--- config.mk ---
export PLATFORM = sky130hd
export DESIGN_NAME = seletor_de_usuario_flat
export DESIGN_NICKNAME = d
export VERILOG_FILES = /design/src/rtl/seletor_de_usuario_if.sv /design/src/rtl/seletor_de_usuario.sv /design/src/flat_wrapper.sv
export SDC_FILE = /design/constraint.sdc
export NUM_CORES = 1
export LEC_CHECK = 0
export CORE_ASPECT_RATIO = 0.8
export CORE_UTILIZATION = 39
export DETAILED_ROUTE_END_ITERATION = 7
export HOLD_SLACK_MARGIN = 0.02
export PLACE_DENSITY = 0.62
export SYNTH_ARGS = -nofsm -noshare
export SYNTH_HDL_FRONTEND = slang
export SYNTH_SLANG_ARGS = --single-unit
--- constraint.sdc ---
create_clock -name Clock -period 4.33 [get_ports Clock]
set_clock_uncertainty 0.2 [all_clocks]
set_input_delay 0.866 -clock Clock [delete_from_list [all_inputs] [get_ports Clock]]
set_output_delay 0.866 -clock Clock [all_outputs]
set_load 0.05 [all_outputs]
--- src/rtl/seletor_de_usuario_if.sv ---
// Bundle between the session controller and whatever drives/consumes it:
// switch code, Confirm/Logout levels in; display code, enable and lock flag out.
interface seletor_de_usuario_if;
  logic [2:0] Code;
  logic       Confirm;
  logic       Logout;
  logic [2:0] User;
  logic       Enable;
  logic       Locked;

  // Driver side: switches and buttons, observes the display signals.
  modport master (
    output Code, Confirm, Logout,
    input  User, Enable, Locked
  );

  // Controller side.
  modport slave (
    input  Code, Confirm, Logout,
    output User, Enable, Locked
  );
endinterface

--- src/rtl/seletor_de_usuario.sv ---
// Session controller feeding the user-type 7-segment decoder.
// Latches a user code on a Confirm rising edge, holds the session until
// Logout, shows invalid codes for INVALID_HOLD cycles before clearing.
// Optional inactivity timeout: define SELETOR_TIMEOUT_EN.
module seletor_de_usuario #(
  parameter int unsigned INVALID_HOLD   = 8,
  parameter int unsigned TIMEOUT_CYCLES = 32,
  parameter int unsigned CNT_W          = 16
) (
  input  logic                 Clock,
  input  logic                 Reset_n,
  seletor_de_usuario_if.slave  bus
);

  typedef enum logic [1:0] {
    S_IDLE    = 2'd0,
    S_ACTIVE  = 2'd1,
    S_INVALID = 2'd2
  } state_t;

  localparam int unsigned CNT_NEED =
    (INVALID_HOLD > TIMEOUT_CYCLES) ? INVALID_HOLD : TIMEOUT_CYCLES;

  // Refuse to elaborate with a counter too narrow for the longest load value.
  if ((CNT_NEED - 1) >= (64'd1 << CNT_W)) begin : g_cnt_w_check
    $error("seletor_de_usuario: CNT_W too small for INVALID_HOLD/TIMEOUT_CYCLES");
  end

  localparam logic [CNT_W-1:0] HOLD_LOAD = CNT_W'(INVALID_HOLD - 1);
`ifdef SELETOR_TIMEOUT_EN
  localparam logic [CNT_W-1:0] TIMEOUT_LOAD = CNT_W'(TIMEOUT_CYCLES - 1);
`endif

  state_t           state_q, state_d;
  logic [2:0]       code_q, code_d;
  logic [CNT_W-1:0] cnt_q, cnt_d;
  logic             confirm_q;
  logic             confirm_edge;
  logic [2:0]       user_q, user_d;
  logic             enable_q, enable_d;
  logic             locked_q, locked_d;

  function automatic logic is_valid(input logic [2:0] c);
    return (c == 3'b001) || (c == 3'b011) || (c == 3'b101) ||
           (c == 3'b110) || (c == 3'b111);
  endfunction

  function automatic logic is_invalid(input logic [2:0] c);
    return (c == 3'b010) || (c == 3'b100);
  endfunction

  // confirm_q resets high so a button already pressed at reset release is not an edge.
  assign confirm_edge = bus.Confirm & ~confirm_q;

  // Next-state, latched code and shared down-counter.
  always_comb begin
    state_d = state_q;
    code_d  = code_q;
    cnt_d   = cnt_q;
    unique case (state_q)
      S_IDLE: begin
        if (confirm_edge) begin
          if (is_valid(bus.Code)) begin
            state_d = S_ACTIVE;
            code_d  = bus.Code;
`ifdef SELETOR_TIMEOUT_EN
            cnt_d   = TIMEOUT_LOAD;
`endif
          end else if (is_invalid(bus.Code)) begin
            state_d = S_INVALID;
            code_d  = bus.Code;
            cnt_d   = HOLD_LOAD;
          end
        end
      end
      S_ACTIVE: begin
        if (bus.Logout) begin
          state_d = S_IDLE;
          code_d  = 3'b000;
          cnt_d   = '0;
        end else if (confirm_edge) begin
          if (is_valid(bus.Code)) begin
            code_d  = bus.Code;
`ifdef SELETOR_TIMEOUT_EN
            cnt_d   = TIMEOUT_LOAD;
`endif
          end else if (is_invalid(bus.Code)) begin
            state_d = S_INVALID;
            code_d  = bus.Code;
            cnt_d   = HOLD_LOAD;
          end else begin
            state_d = S_IDLE;
            code_d  = 3'b000;
            cnt_d   = '0;
          end
        end else begin
`ifdef SELETOR_TIMEOUT_EN
          // Inactivity countdown; session ends in the cycle the counter is already 0.
          if (cnt_q == '0) begin
            state_d = S_IDLE;
            code_d  = 3'b000;
          end else begin
            cnt_d = cnt_q - 1'b1;
          end
`endif
        end
      end
      S_INVALID: begin
        // Confirm edges are deliberately ignored while the invalid code is shown.
        if (bus.Logout || (cnt_q == '0)) begin
          state_d = S_IDLE;
          code_d  = 3'b000;
          cnt_d   = '0;
        end else begin
          cnt_d = cnt_q - 1'b1;
        end
      end
      default: begin
        state_d = S_IDLE;
        code_d  = 3'b000;
        cnt_d   = '0;
      end
    endcase
  end

  // Output decode from the next state so the registered outputs line up with the state.
  always_comb begin
    user_d   = (state_d == S_IDLE) ? 3'b000 : code_d;
    enable_d = (state_d != S_IDLE);
    locked_d = (state_d == S_INVALID);
  end

  // State, code, counter, edge detector and output registers.
  always_ff @(posedge Clock or negedge Reset_n) begin
    if (!Reset_n) begin
      state_q   <= S_IDLE;
      code_q    <= 3'b000;
      cnt_q     <= '0;
      confirm_q <= 1'b1;
      user_q    <= 3'b000;
      enable_q  <= 1'b0;
      locked_q  <= 1'b0;
    end else begin
      state_q   <= state_d;
      code_q    <= code_d;
      cnt_q     <= cnt_d;
      confirm_q <= bus.Confirm;
      user_q    <= user_d;
      enable_q  <= enable_d;
      locked_q  <= locked_d;
    end
  end

  assign bus.User   = user_q;
  assign bus.Enable = enable_q;
  assign bus.Locked = locked_q;

endmodule

--- src/flat_wrapper.sv ---
// flat-port wrapper written by rule: the top's interface ports become plain ports
module seletor_de_usuario_flat 
#(
  parameter int unsigned INVALID_HOLD   = 8,
  parameter int unsigned TIMEOUT_CYCLES = 32,
  parameter int unsigned CNT_W          = 16
)
  (Clock, Reset_n, bus_Code, bus_Confirm, bus_Logout, bus_User, bus_Enable, bus_Locked);
  seletor_de_usuario_if bus_i ();
  input  logic Clock;
  input  logic Reset_n;
  input wire logic [$bits(bus_i.Code)-1:0] bus_Code;
  input wire logic [$bits(bus_i.Confirm)-1:0] bus_Confirm;
  input wire logic [$bits(bus_i.Logout)-1:0] bus_Logout;
  output wire logic [$bits(bus_i.User)-1:0] bus_User;
  output wire logic [$bits(bus_i.Enable)-1:0] bus_Enable;
  output wire logic [$bits(bus_i.Locked)-1:0] bus_Locked;
  assign bus_i.Code = bus_Code;
  assign bus_i.Confirm = bus_Confirm;
  assign bus_i.Logout = bus_Logout;
  assign bus_User = bus_i.User;
  assign bus_Enable = bus_i.Enable;
  assign bus_Locked = bus_i.Locked;
  seletor_de_usuario #(.INVALID_HOLD(INVALID_HOLD), .TIMEOUT_CYCLES(TIMEOUT_CYCLES), .CNT_W(CNT_W)) u_core (.Clock(Clock), .Reset_n(Reset_n), .bus(bus_i));
endmodule
==> flow_summary.ini <==
[clock_tree]
clock_latency_ps = 270
cts_resized = 0
cts_sinks = 27
clk_pin_slew_ps = 100
cts_buffer_depth = 2
cts_tree = done
ctsRootBufferMaster = clkbuf_8
numCtsBuffers = 3
hold_buffers = 0
cts_htree_levels = 1
post_cts_buffers = 0

[global_routing]
grt_pass1_vias = 1108
grt_usage_pct = 19.2
grt_overflow = 0
grt_max_degree = 28
antenna_found_initial = 0
grt_pass1_wl_mm = 5.40

[worst_setup_path]
arrival_ps = 2740
endpoint_kind = flop
cp.required_ps = 4300
crit_type = reg2reg
r2r-start = u_core.cnt_q[0]$_DFFE_PN0P_
crit_fanout = 13
crit_start = u_core.cnt_q[0]$_DFFE_PN0P_
start_kind = flop

[die]
start_util_pct = 40.9
die_w_um = 69.0
dieArea_um2 = 3840
die_y_um = 55.6
rows = 19
core_area_um2 = 3420
io_pins = 12

[logic_synthesis]
post_synth_xor_area_fraction_pct = 0.626
seq_area_frac_synth_pct = 48.3
syn_avg_cell_area_um2 = 9.59
synth-seq-cells = 27
yosys.area_share.simple_pct = 21.4
yosys_warnings = 0
synth_nets = 154
synth_area_um2 = 1400
synth_compound_area_share_pct = 22.8
synth_top_family_by_area = compound AO/OA/AOI/OAI gates
synth_cell_types = 37
synth_fa_ha_area_share_pct = 0.894
synth_mux_area_share_pct = 2.86
netlist_instances = 146

[route]
ant_nets = 0
first_pass_iters = 4
avgViaCountPerCell = 5.77
totalWireLength_mm = 3.04
vias = 1149
drt-initial-drc-count = 77
wl_per_cell_um = 15.3
drcViolationCount = 0

[timing]
final_hold_viol_count = 0
worst_slack_ps = 1560
rsz0062_at_grt = no
worst_pin_slew_ps = 628
drv_slew = 0
layout_min_cycle_time_ps = 2770
finalSetupTns_ps = 0
fin_crit_sh_pct = 63.9
setup_violations = 0
max_freq_mhz = 362
relSlewSlack_pct = 58.0
holdWs_ps = 320

[worst_hold_path]
worstHoldPathType = reg2reg
min_from = u_core.cnt_q[14]$_DFFE_PN0P_

[power_and_ir_drop]
vdd_drop_max_uv = 239
power.leakage_nw = 0.729
power_density_nw_per_um2 = 484
power_w = 0.000771

[cells_and_area]
drive_above_1_share_pct = 10.2
area_growth_pct = 13.9
utilization_pct = 46.6
num_antenna_cells = 0
final_nets = 166

[outcome]
status = completed

[placement]
place_congestion = 0.805
dp_hpwl_mm = 2.14
port_buffers = 11
dp_slack_ps = 1310

[run]
max-cap-violations = 0
critical path: stages, from the launching register on:
cell     delay, ps
dfrtp_1        420
inv_1           70
ha_1           190
or3b_2         540
nor4_4         480
nor2_1         270
buf_4          250
a22o_1         240
final cells by class:
| class | count | area [µm²] |
|---|---|---|
| Inverter | 3 | 11.3 |
| Clock inverter | 1 | 7.51 |
| Multi-Input combinational cell | 110 | 681 |
| Sequential cell | 27 | 677 |
| Timing Repair Buffer | 13 | 125 |
| Fill cell | 334 | 1830 |
| Tap cell | 42 | 52.6 |
| Clock buffer | 3 | 41.3 |
registers in the layout, indices dropped and copies added, names as in the netlist:
register and count:
u_core.state_q 2, u_core.confirm_q 1, u_core.bus.User 3, u_core.cnt_q 16, u_core.bus.Locked 1, u_core.code_q 3, u_core.bus.Enable 1
per-layer routing:
layer  share of wire (%)  routed length, µm  up-vias  track usage, %
li1                    -                  -      560               -
met1                  52               1580      572            29.6
met2                  44               1340       15            26.8
met3                 2.9                 87        2            4.92
met4                0.72                 22        0            4.37
met5                   0                  0        -               0
cell usage after synthesis:
cell type | instances | area share (%)
nand2_1 | 12 | 3.2
nor4_4 | 1 | 1.5
or2_1 | 2 | 0.89
or4_4 | 2 | 1.6
nand2_2 | 1 | 0.45
mux2_4 | 2 | 2.1
a21o_1 | 4 | 2.1
a21o_2 | 1 | 0.63
a31oi_1 | 7 | 3.1
dfstp_2 | 1 | 1.9
or3b_2 | 1 | 0.63
a211oi_1 | 2 | 1.1
or4_1 | 1 | 0.54
o31ai_1 | 3 | 1.6
mux2i_1 | 1 | 0.71
o2bb2ai_1 | 1 | 0.63
nor3_1 | 7 | 2.5
buf_2 | 1 | 0.36
nand2b_1 | 4 | 1.8
o21ai_0 | 10 | 3.6
o22ai_1 | 1 | 0.45
clkbuf_1 | 4 | 1.1
o211a_1 | 1 | 0.71
or3_2 | 1 | 0.54
nor2_1 | 17 | 4.6
buf_6 | 1 | 0.80
inv_1 | 3 | 0.80
o21ai_1 | 3 | 1.1
nand3b_1 | 1 | 0.54
dfrtp_1 | 26 | 46
a21oi_1 | 8 | 2.9
xnor2_1 | 1 | 0.63
o211ai_1 | 1 | 0.54
nor4_1 | 1 | 0.45
a22o_1 | 7 | 4.4
or3_1 | 5 | 2.2
ha_1 | 1 | 0.89
worst paths after layout:
kind | endpoint | slack (ps) | depth (start not counted)
setup / recovery | u_core.bus.User[1]$_DFF_PN0_ | 1560 | 7
hold / removal | u_core.cnt_q[14]$_DFFE_PN0P_ | 320 | 1
setup reg to reg | u_core.bus.User[1]$_DFF_PN0_ | 1560 | 7
hold reg to reg | u_core.cnt_q[14]$_DFFE_PN0P_ | 320 | 1
max in group asynchronous | u_core.confirm_q$_DFF_PN1_ | 2860 | 2
min in group asynchronous | u_core.bus.User[2]$_DFF_PN0_ | 760 | 2
cell usage in the layout, fill, tap and decap left out, types with 3 or more instances in the layout:
cell type	synthesis	routed
o21ai_1	3	3
o21ai_0	10	10
a22o_1	7	7
o31ai_1	3	3
a21oi_1	8	8
a21o_1	4	4
inv_1	3	3
nand2_1	12	12
nand2b_1	4	4
clkdlybuf4s50_1	0	11
or3_1	5	5
clkbuf_8	0	3
nor3_1	7	7
nor2_1	17	17
a31oi_1	7	7
dfrtp_1	26	26
power breakdown:
group	leakage (nW)	internal [W]	switching, W
registers	0.357	0.000302	0.0000517
clock network	0.0217	0.0000654	0.0000809
logic	0.351	0.000118	0.000154
total	0.729	0.000485	0.000286
kinds of logic (layout without fill, tap and decap cells):
group / count (synthesis) / after routing
muxes: 3 / 3
buffers and inverters: 9 / 20
AOI/OAI and AO/OA: 49 / 49
xor gates and xnor gates: 1 / 1
adders and majority gates: 1 / 1
and+or+nand+nor: 56 / 56
DFF: 27 / 27
through the flow:
stage,std cells,cell area [µm²]
global route,199,1600
global placement,195,1550
detailed placement,195,1550
floorplan,146,1400
CTS,199,1600
finish,199,1600
(Power assumes the default switching activity.)
